===== src/rtl/qam16_rx_pkg.sv =====
// ============================================================================
// Module      : qam16_rx_pkg
// Description : Shared types and constants for the 16-QAM receive deinterleaver.
// Revision    : 1.0  initial release
// ============================================================================
`default_nettype none

package qam16_rx_pkg;

    typedef enum logic [1:0] {
        ST_EMPTY = 2'd0,
        ST_PAIR0 = 2'd1,
        ST_PAIR1 = 2'd2
    } state_t;

    localparam int QAM16_LEVEL = 32;

    // Position of each serial bit s0..s3 within the demapped word {b3,b2,b1,b0}
    localparam int S0_IDX = 1;
    localparam int S1_IDX = 3;
    localparam int S2_IDX = 0;
    localparam int S3_IDX = 2;

    function automatic logic [3:0] deinterleave(input logic [3:0] b);
        return {b[S3_IDX], b[S2_IDX], b[S1_IDX], b[S0_IDX]};
    endfunction

endpackage

`default_nettype wire


===== src/rtl/qam16_rx_fifo.sv =====
// ============================================================================
// Module      : qam16_rx_fifo
// Description : Synchronous FIFO with extra-MSB pointers for full/empty detection.
// Revision    : 1.0  initial release
// ============================================================================
`default_nettype none

module qam16_rx_fifo #(
    parameter int DEPTH = 4,
    parameter int WIDTH = 4
) (
    input  logic             clk,
    input  logic             reset_n,
    input  logic             clear,
    input  logic             push,
    input  logic [WIDTH-1:0] wr_data,
    input  logic             pop,
    output logic [WIDTH-1:0] rd_data,
    output logic             full,
    output logic             empty
);

    localparam int AW = $clog2(DEPTH);

    logic [AW:0]      wr_ptr_q, wr_ptr_d;
    logic [AW:0]      rd_ptr_q, rd_ptr_d;
    logic [WIDTH-1:0] mem_q [DEPTH];

    always_comb begin
        wr_ptr_d = wr_ptr_q;
        rd_ptr_d = rd_ptr_q;
        if (clear) begin
            wr_ptr_d = '0;
            rd_ptr_d = '0;
        end else begin
            if (push) wr_ptr_d = wr_ptr_q + (AW+1)'(1);
            if (pop)  rd_ptr_d = rd_ptr_q + (AW+1)'(1);
        end
    end

    always_ff @(posedge clk or negedge reset_n) begin
        if (!reset_n) begin
            wr_ptr_q <= '0;
            rd_ptr_q <= '0;
            for (int i = 0; i < DEPTH; i++) mem_q[i] <= '0;
        end else begin
            wr_ptr_q <= wr_ptr_d;
            rd_ptr_q <= rd_ptr_d;
            if (push && !clear) mem_q[wr_ptr_q[AW-1:0]] <= wr_data;
        end
    end

    // Same index with differing wrap bits means the writer has lapped the reader
    assign full    = (wr_ptr_q[AW] != rd_ptr_q[AW]) && (wr_ptr_q[AW-1:0] == rd_ptr_q[AW-1:0]);
    assign empty   = (wr_ptr_q == rd_ptr_q);
    assign rd_data = mem_q[rd_ptr_q[AW-1:0]];

endmodule

`default_nettype wire


===== src/rtl/qam16_rx_deinterleaver.sv =====
// ============================================================================
// Module      : qam16_rx_deinterleaver
// Description : 16-QAM hard demap, inverse interleave, FIFO, (v1,v2) pair output.
//               Optional symbol counter enabled by QAM16_RX_STATS_EN.
// Revision    : 1.0  initial release
// ============================================================================
`default_nettype none

module qam16_rx_deinterleaver
    import qam16_rx_pkg::*;
#(
    parameter int LEVEL      = QAM16_LEVEL,
    parameter int FIFO_DEPTH = 4
) (
    input  logic        clk,
    input  logic        reset_n,
    input  logic        flush,
    input  logic [7:0]  I_in,
    input  logic [7:0]  Q_in,
    input  logic        valid_in,
    output logic        ready_in,
    output logic        v1,
    output logic        v2,
    output logic        valid_out,
    input  logic        out_ready,
    output logic [15:0] sym_count
);

    localparam logic [8:0] THRESH = 9'(2 * LEVEL);

    logic [8:0] i_ext, q_ext, i_mag, q_mag;
    logic [3:0] demap_bits, nib_in, fifo_rd;
    logic       fifo_full, fifo_empty, push, pop;
    state_t     state_q, state_d;
    logic [3:0] nib_q, nib_d;

    // Nine-bit magnitude so that -128 maps to +128 rather than overflowing
    always_comb begin
        i_ext      = {I_in[7], I_in};
        q_ext      = {Q_in[7], Q_in};
        i_mag      = I_in[7] ? (~i_ext + 9'd1) : i_ext;
        q_mag      = Q_in[7] ? (~q_ext + 9'd1) : q_ext;
        demap_bits = {!I_in[7], (i_mag < THRESH), !Q_in[7], (q_mag < THRESH)};
        nib_in     = deinterleave(demap_bits);
    end

    assign ready_in = !fifo_full;
    assign push     = valid_in && ready_in && !flush;

    qam16_rx_fifo #(
        .DEPTH (FIFO_DEPTH),
        .WIDTH (4)
    ) u_fifo (
        .clk     (clk),
        .reset_n (reset_n),
        .clear   (flush),
        .push    (push),
        .wr_data (nib_in),
        .pop     (pop),
        .rd_data (fifo_rd),
        .full    (fifo_full),
        .empty   (fifo_empty)
    );

    always_comb begin
        state_d   = state_q;
        nib_d     = nib_q;
        pop       = 1'b0;
        valid_out = 1'b0;
        v1        = 1'b0;
        v2        = 1'b0;
        unique case (state_q)
            ST_EMPTY: begin
                if (!fifo_empty) begin
                    pop     = 1'b1;
                    nib_d   = fifo_rd;
                    state_d = ST_PAIR0;
                end
            end
            ST_PAIR0: begin
                valid_out = 1'b1;
                v1        = nib_q[0];
                v2        = nib_q[1];
                if (out_ready) state_d = ST_PAIR1;
            end
            ST_PAIR1: begin
                valid_out = 1'b1;
                v1        = nib_q[2];
                v2        = nib_q[3];
                if (out_ready) begin
                    if (!fifo_empty) begin
                        pop     = 1'b1;
                        nib_d   = fifo_rd;
                        state_d = ST_PAIR0;
                    end else begin
                        state_d = ST_EMPTY;
                    end
                end
            end
            default: state_d = ST_EMPTY;
        endcase
        if (flush) begin
            pop     = 1'b0;
            state_d = ST_EMPTY;
        end
    end

    always_ff @(posedge clk or negedge reset_n) begin
        if (!reset_n) begin
            state_q <= ST_EMPTY;
            nib_q   <= '0;
        end else begin
            state_q <= state_d;
            nib_q   <= nib_d;
        end
    end

`ifdef QAM16_RX_STATS_EN
    logic [15:0] cnt_q, cnt_d;

    always_comb begin
        cnt_d = cnt_q;
        if (flush)                         cnt_d = '0;
        else if (push && cnt_q != 16'hFFFF) cnt_d = cnt_q + 16'd1;
    end

    always_ff @(posedge clk or negedge reset_n) begin
        if (!reset_n) cnt_q <= '0;
        else          cnt_q <= cnt_d;
    end

    assign sym_count = cnt_q;
`else
    assign sym_count = 16'd0;
`endif

endmodule

`default_nettype wire


===== config.mk =====
export PLATFORM = sky130hd
export DESIGN_NAME = qam16_rx_deinterleaver
export DESIGN_NICKNAME = d
export VERILOG_FILES = /design/src/rtl/qam16_rx_pkg.sv /design/src/rtl/qam16_rx_fifo.sv /design/src/rtl/qam16_rx_deinterleaver.sv
export SDC_FILE = /design/constraint.sdc
export NUM_CORES = 1
export LEC_CHECK = 0
export ABC_AREA = 0
export CAP_MARGIN = 10
export CORE_MARGIN = 3
export CORE_UTILIZATION = 48
export DETAILED_ROUTE_END_ITERATION = 8
export HOLD_SLACK_MARGIN = 0.03
export PLACE_DENSITY = 0.8
export SYNTH_ARGS = -nofsm -noshare
export SYNTH_HDL_FRONTEND = slang
export SYNTH_SLANG_ARGS = --single-unit
export TNS_END_PERCENT = 50

===== constraint.sdc =====
create_clock -name clk -period 3 [get_ports clk]
set_input_delay 0.3 -clock clk [delete_from_list [all_inputs] [get_ports clk]]
set_output_delay 0.3 -clock clk [all_outputs]
set_load 0.005 [all_outputs]

* Word level (Yosys, flattened, before mapping)
Cells that the tools add are included.
Storage, ports and cells: input bits 21, word-level logic and storage cells 74, register bits 28
Operators by class: magnitude comparators 5, muxes and demuxes 28, eq/ne operators 9, reductions and logical operators 16, bitwise operators 4, add/sub/neg operators 4
Operators with widths (number):
- $mux W4 | 5
- $add A9 B1 Y9 const B | 2
- $lt A9 B7 Y1 const B | 2
- $mux W9 | 2
- $not A9 Y9 | 2
- $bwmux W16 | 1
- $mux W3 | 4
- $ne A3 B3 Y1 const B | 3
- $bmux W4 S2 | 1
- $demux W4 S2 | 1
- $mux W2 | 4
- $pmux W4 S2 | 1
- $add A3 B1 Y3 const B | 2
- $ge A3 B3 Y1 const B | 2
- $not A2 Y3 | 2
- $pmux W1 S2 | 3
- $pmux W2 S3 | 1
- $reduce_bool A2 Y1 | 3
- $logic_and A1 B1 Y1 | 5
- $mux W1 | 5
- $logic_not A1 Y1 | 4
- $eq A3 B3 Y1 | 1
- $lt A3 B1 Y1 const B | 1
- $reduce_and A3 Y1 | 1
- 8 further kinds | 8

* Longest topological paths before layout
word-level depth 7, gate-level depth with buffers 6

* Hierarchy
From an unflattened synthesis, not the netlist that was laid out.
Second synthesis, totals: cell total of the unflattened synthesis 137, area total of the unflattened synthesis 1765.4 um^2
By module, submodules not included:
- qam16_rx_fifo | instances 1, sequential area each 550.5 um^2, area each 1201.2 um^2, cells an instance 75
- qam16_rx_deinterleaver | instances 1, sequential area each 150.1 um^2, area each 564.3 um^2, cells an instance 62

* Worst setup path after synthesis
OpenSTA, ideal clock, no wires.
kind reg2reg, start register u_fifo.rd_ptr_q[0], end register u_fifo.mem_q[10] (netlist bit), clock period less this slack 1.627 ns, setup time 0.125 ns, arrival time 1.501 ns, buffers on the path 2, stages on the path, launching flop included 7, path slack 1.373 ns, cells stage by stage dfrtp_1 -> buf_4 -> xnor2_2 -> nand3_2 -> and3_1 -> buf_6 -> mux2_4
On the way: word-level cells in the longest chain between the ends 6
RTL lines:
- start, declared | RTL line qam16_rx_fifo.sv:26 | logic [AW:0] rd_ptr_q, rd_ptr_d;
- start signal, assigned | RTL line qam16_rx_fifo.sv:48 | rd_ptr_q <= rd_ptr_d;
- $eq A2 B2 Y1 | RTL line qam16_rx_fifo.sv:54 | assign full = (wr_ptr_q[AW] != rd_ptr_q[AW]) && (wr_ptr_q[AW-1:0] == rd_ptr_q[AW-1:0]);
- $logic_and A1 B1 Y1 | RTL line qam16_rx_fifo.sv:54
- $logic_not A1 Y1 | RTL line qam16_rx_deinterleaver.sv:47 | assign ready_in = !fifo_full;
- net ready_in | RTL line qam16_rx_deinterleaver.sv:21 | output logic ready_in,
- $logic_and A1 B1 Y1 (2 in series) | RTL line qam16_rx_deinterleaver.sv:48 | assign push = valid_in && ready_in && !flush;
- $logic_and A1 B1 Y1 | RTL line qam16_rx_fifo.sv:49 | if (push && !clear) mem_q[wr_ptr_q[AW-1:0]] <= wr_data;
- end signal, assigned by index | RTL line qam16_rx_fifo.sv:49
- end, declared | RTL line qam16_rx_fifo.sv:27 | logic [WIDTH-1:0] mem_q [DEPTH];
The timed path passes the listed nets, and every way through them passes these cells. A chain may end at the register's enable or synchronous reset.

* Final worst setup path
start register state_q[0], end output port v2
On the way: word-level cells in the longest chain between the ends 2, elaborated cells between the ends (all ways) 3, those cells by class eq/ne (2); mux (1)
RTL lines:
- start, declared | RTL line qam16_rx_deinterleaver.sv:34 | state_t state_q, state_d;
- start signal, assigned | RTL line qam16_rx_deinterleaver.sv:113 | state_q <= state_d;
- $eq A2 B2 Y1 / $eq A2 B1 Y1 (equally long branches) | RTL line qam16_rx_deinterleaver.sv:72 | unique case (state_q)
- $pmux W1 S2 * | RTL line qam16_rx_deinterleaver.sv:72
- end, declared | RTL line qam16_rx_deinterleaver.sv:23 | output logic v2,
Every way passes the cells marked *; elsewhere a longest branch is shown, timed or not.

==> summary.md <==
| Metric | Value |
|---|---|
| Outcome | finished, final reports clean |
| Beginning of the critical path | state_q[0] |
| Global router's overall resource usage | 0.152 |
| CTS HTree Levels | 1 |
| Total number of cells along the worst setup path | 5 |
| Global placer's final weighted congestion | 0.724 |
| RSZ-0062 raised after global routing | no |
| Commonest non-fill, non-tap cell in the layout | dfrtp_1 |
| Setup bufs post-CTS | 0 |
| Total die area | 4460 sq um |
| Worst clock skew on the final layout | 0.00712 ns |
| Flop and latch count out of synthesis | 28 |
| Synth Warn # | 0 |
| Cell chosen for the clock root | clkbuf_8 |
| P&R area growth vs syn | 14.5% |
| Data arrival time of the critical path | 1.85 ns |
| Area of the mapped netlist | 1770 sq um |
| Data required time at the worst endpoint | 2.70 ns |
| Clock Latency Late Sink | 0.27 ns |
| Final cell utilization of the core | 0.590 |
| Detailed-route vias per instance | 5.00 |
| Average cell area after synthesis | 11.9 sq um |
| Overflow after GRT | 0 |
| Final antenna diode count | 0 |
| Critical R2R Launch | u_fifo.rd_ptr_q[0] |
| Worst slack, placed | 0.840 ns |
| Hold Crit Class | input pin to async pin |
| LEAKAGE | 0.919 nW |
| Count of distinct cell types in the synthesized netlist | 37 |
| Max-cap violations | 0 |
| Half-perimeter wire length of the detailed placement result | 2.50 mm |
| Type of origin of the critical path | register |
| Final-layout fill cell count | 298 |
| Clk pin slew, worst setup/hold paths | 0.10 ns |
| Total setup violations reported at the end of the flow | 0 |
| Maximum vdd drop | 0.252 mV |
| Total via count in the routed design | 1086 |
| Max Root-Sink Buffers | 2 |
| Die Width | 66.8 um |
| Hold-fix buffers at CTS | 0 |
| Number of rows in the core area | 21 |
| Minimum setup slack among reg-to-reg paths | 1.19 ns |
| TritonCTS clock tree | done |
| Fraction of layout cells with a size suffix above 1 | 0.152 |
| Maximum clock frequency | 0.465 GHz |
| Initial detailed-routing violation count | 33 |
| Number of instances in the synthesized netlist | 149 |
| Final slew viol count | 0 |
| Final number of hold-violating endpoints | 0 |
| Crit end category | output pin |
| Sequential-to-total area share from yosys stat | 0.395 |
| Leading cell types in the layout, fill and taps excluded | dfrtp_1 (28), clkdlybuf4s50_1 (24), conb_1 (16), inv_1 (15), mux2i_1 (12) |
| Global-route wire length before repair | 5.10 mm |
| Critical Path Fanout Max | 6 |
| Number of nets at the end of the flow | 202 |
| Crit-path max cell delay | 0.50 ns |
| Aggregate negative setup slack | 0 ns |
| Family with the most delay on the worst path | buffers and inverters |
| R2r worst-path depth | 4 |
| Number of DRC violations after detailed routing | 0 |
| Worst path slowest cell | clkdlybuf4s50_1 |
| Clk sinks | 28 |
| Initial Utilization | 0.515 |
| Number of primary I/O pins | 41 |
| Setup CP Type | register to output pin |
| Area occupied by multi-input gates | 896 sq um |
| Maximum number of pins on one net before global-route repair | 29 |
| Post-CTS sizing | 0 |
| Final Critical Period | 2.15 ns |
| Final wirelength | 3.15 mm |
| Register Area | 701 sq um |
| Power per Cell Area | 728 nW/um^2 |
| Pre-Repair DR Iteration Count | 4 |
| Ratio of final minimum period to clock period | 0.717 |
| WL/cell | 14.5 um |
| Number of buffers added by the clock tree synthesis step | 3 |
| Reg-to-Reg End | u_fifo.mem_q[11] |
| Die Height | 66.8 um |
| Core area | 3440 sq um |
| Post-route worst setup slack | 0.850 ns |
| Initial antenna violation count | 0 |
| Critical Path, Cell by Cell | inv_1 > ha_1 > a22oi_1 > nor2b_1 > clkdlybuf4s50_1 |
| CP endpoint | v2 |
| Bufs and invs on worst path | 2 |
| Number of routed nets with antenna violations | 0 |
| Vias in the first global route | 1124 |
| Total of buffers placed on input and output ports | 24 |
[through the flow]
| step | hold slack [ns] | instances | total power [mW] | cell area, sq um |
|---|---|---|---|---|
| 3_3_place_gp | 0.490 | 213 | 1.15 | 1960 |
| 5_1_grt | 0.423 | 217 | 1.57 | 2030 |
| 4_1_cts | 0.409 | 217 | 1.49 | 2030 |
| 6_report | 0.392 | 217 | 1.48 | 2030 |
| 3_5_place_dp | 0.497 | 213 | 1.19 | 1960 |
| 2_1_floorplan | 0.00441 | 164 | 1.04 | 1830 |
[cells by family (layout without fill, tap and decap cells)]
family | after synthesis | after routing | share of synthesized area
flip-flops | 28 | 28 | 0.395
other | 1 | 16 | 0.00212
adder cells (fa/ha/maj) | 9 | 9 | 0.0635
AND/OR/NAND/NOR | 23 | 23 | 0.0741
AO/OA/AOI/OAI | 16 | 16 | 0.0727
XOR/XNOR | 7 | 7 | 0.0430
multiplexers | 28 | 28 | 0.218
buffers and inverters | 37 | 44 | 0.131
[worst min-delay path by stage]
| stage | to | depth (start not counted) | from | slack (ns) |
|---|---|---|---|---|
| global placement | u_fifo.mem_q[10] | 1 | u_fifo.mem_q[10] | 0.49 |
| detailed placement | u_fifo.mem_q[7] | 1 | u_fifo.mem_q[7] | 0.50 |
| floorplan | nib_q[0] | 0 | reset_n | 0.004 |
| CTS | nib_q[3] | 2 | reset_n | 0.41 |
| finish | nib_q[3] | 2 | reset_n | 0.39 |
| global route | nib_q[1] | 2 | reset_n | 0.42 |
[synth_stat cells]
| library cell | instances | area share |
|---|---|---|
| dfrtp_1 | 28 | 0.40 |
| buf_4 | 17 | 0.072 |
| inv_1 | 15 | 0.032 |
| mux2i_1 | 12 | 0.068 |
| ha_1 | 9 | 0.064 |
| mux2_4 | 8 | 0.068 |
| nor2_1 | 6 | 0.013 |
| and3_1 | 5 | 0.018 |
| buf_6 | 4 | 0.025 |
| mux2_2 | 4 | 0.025 |
| xnor2_1 | 4 | 0.020 |
| mux4_1 | 3 | 0.044 |
| a21oi_1 | 2 | 0.0056 |
| a22oi_1 | 2 | 0.0085 |
| nand2_1 | 2 | 0.0042 |
| nand2b_1 | 2 | 0.0071 |
| nor2b_1 | 2 | 0.0071 |
| o21ai_1 | 2 | 0.0056 |
| o311ai_1 | 2 | 0.0099 |
| or4_1 | 2 | 0.0085 |
| xnor2_2 | 2 | 0.018 |
| a21bo_2 | 1 | 0.0056 |
| a21boi_0 | 1 | 0.0042 |
| a221oi_2 | 1 | 0.0085 |
| a31o_2 | 1 | 0.0049 |
| a31oi_1 | 1 | 0.0035 |
| a31oi_2 | 1 | 0.0071 |
| buf_1 | 1 | 0.0021 |
| conb_1 | 1 | 0.0021 |
| mux4_2 | 1 | 0.013 |
| nand3_2 | 1 | 0.0056 |
| nand3b_1 | 1 | 0.0042 |
| nand4_1 | 1 | 0.0035 |
| nor2_2 | 1 | 0.0035 |
| o21bai_1 | 1 | 0.0042 |
| o31a_1 | 1 | 0.0049 |
| xor2_1 | 1 | 0.0049 |
[worst register-to-register path, cell delays in order (launching register included)]
cell and delay, ns:
dfrtp_1 0.54, xnor2_2 0.36, nand3_2 0.15, and3_1 0.30, mux2_4 0.34
[flip-flops by register name, summed over array words and instances, names as in the netlist]
signal / count
u_fifo.wr_ptr_q: 3
state_q: 2
nib_q: 4
u_fifo.rd_ptr_q: 3
u_fifo.mem_q: 16
[report_power, final]
| part | switching (mW) | total (mW) | internal [mW] |
|---|---|---|---|
| Combinational | 0.252 | 0.592 | 0.340 |
| Sequential | 0.0951 | 0.593 | 0.498 |
| Clock | 0.115 | 0.293 | 0.179 |
[metal layers]
metal | part of all wire | routed length, um | GRT usage | vias up
li1 | - | - | - | 526
met1 | 0.41 | 1280 | 0.182 | 526
met2 | 0.54 | 1710 | 0.280 | 29
met3 | 0.038 | 121 | 0.0202 | 5
met4 | 0.014 | 44 | 0.0457 | 0
met5 | 0 | 0 | 0 | -
[cell type report]
type,instances,area share
flip-flops and latches,28,0.345
repair buffers,25,0.122
clock buffers,3,0.0203
multi-input cells,99,0.441
inverters,15,0.0277
clock inverters,1,0.0148
well taps,46,0.0284
(Power assumes the default switching activity.)
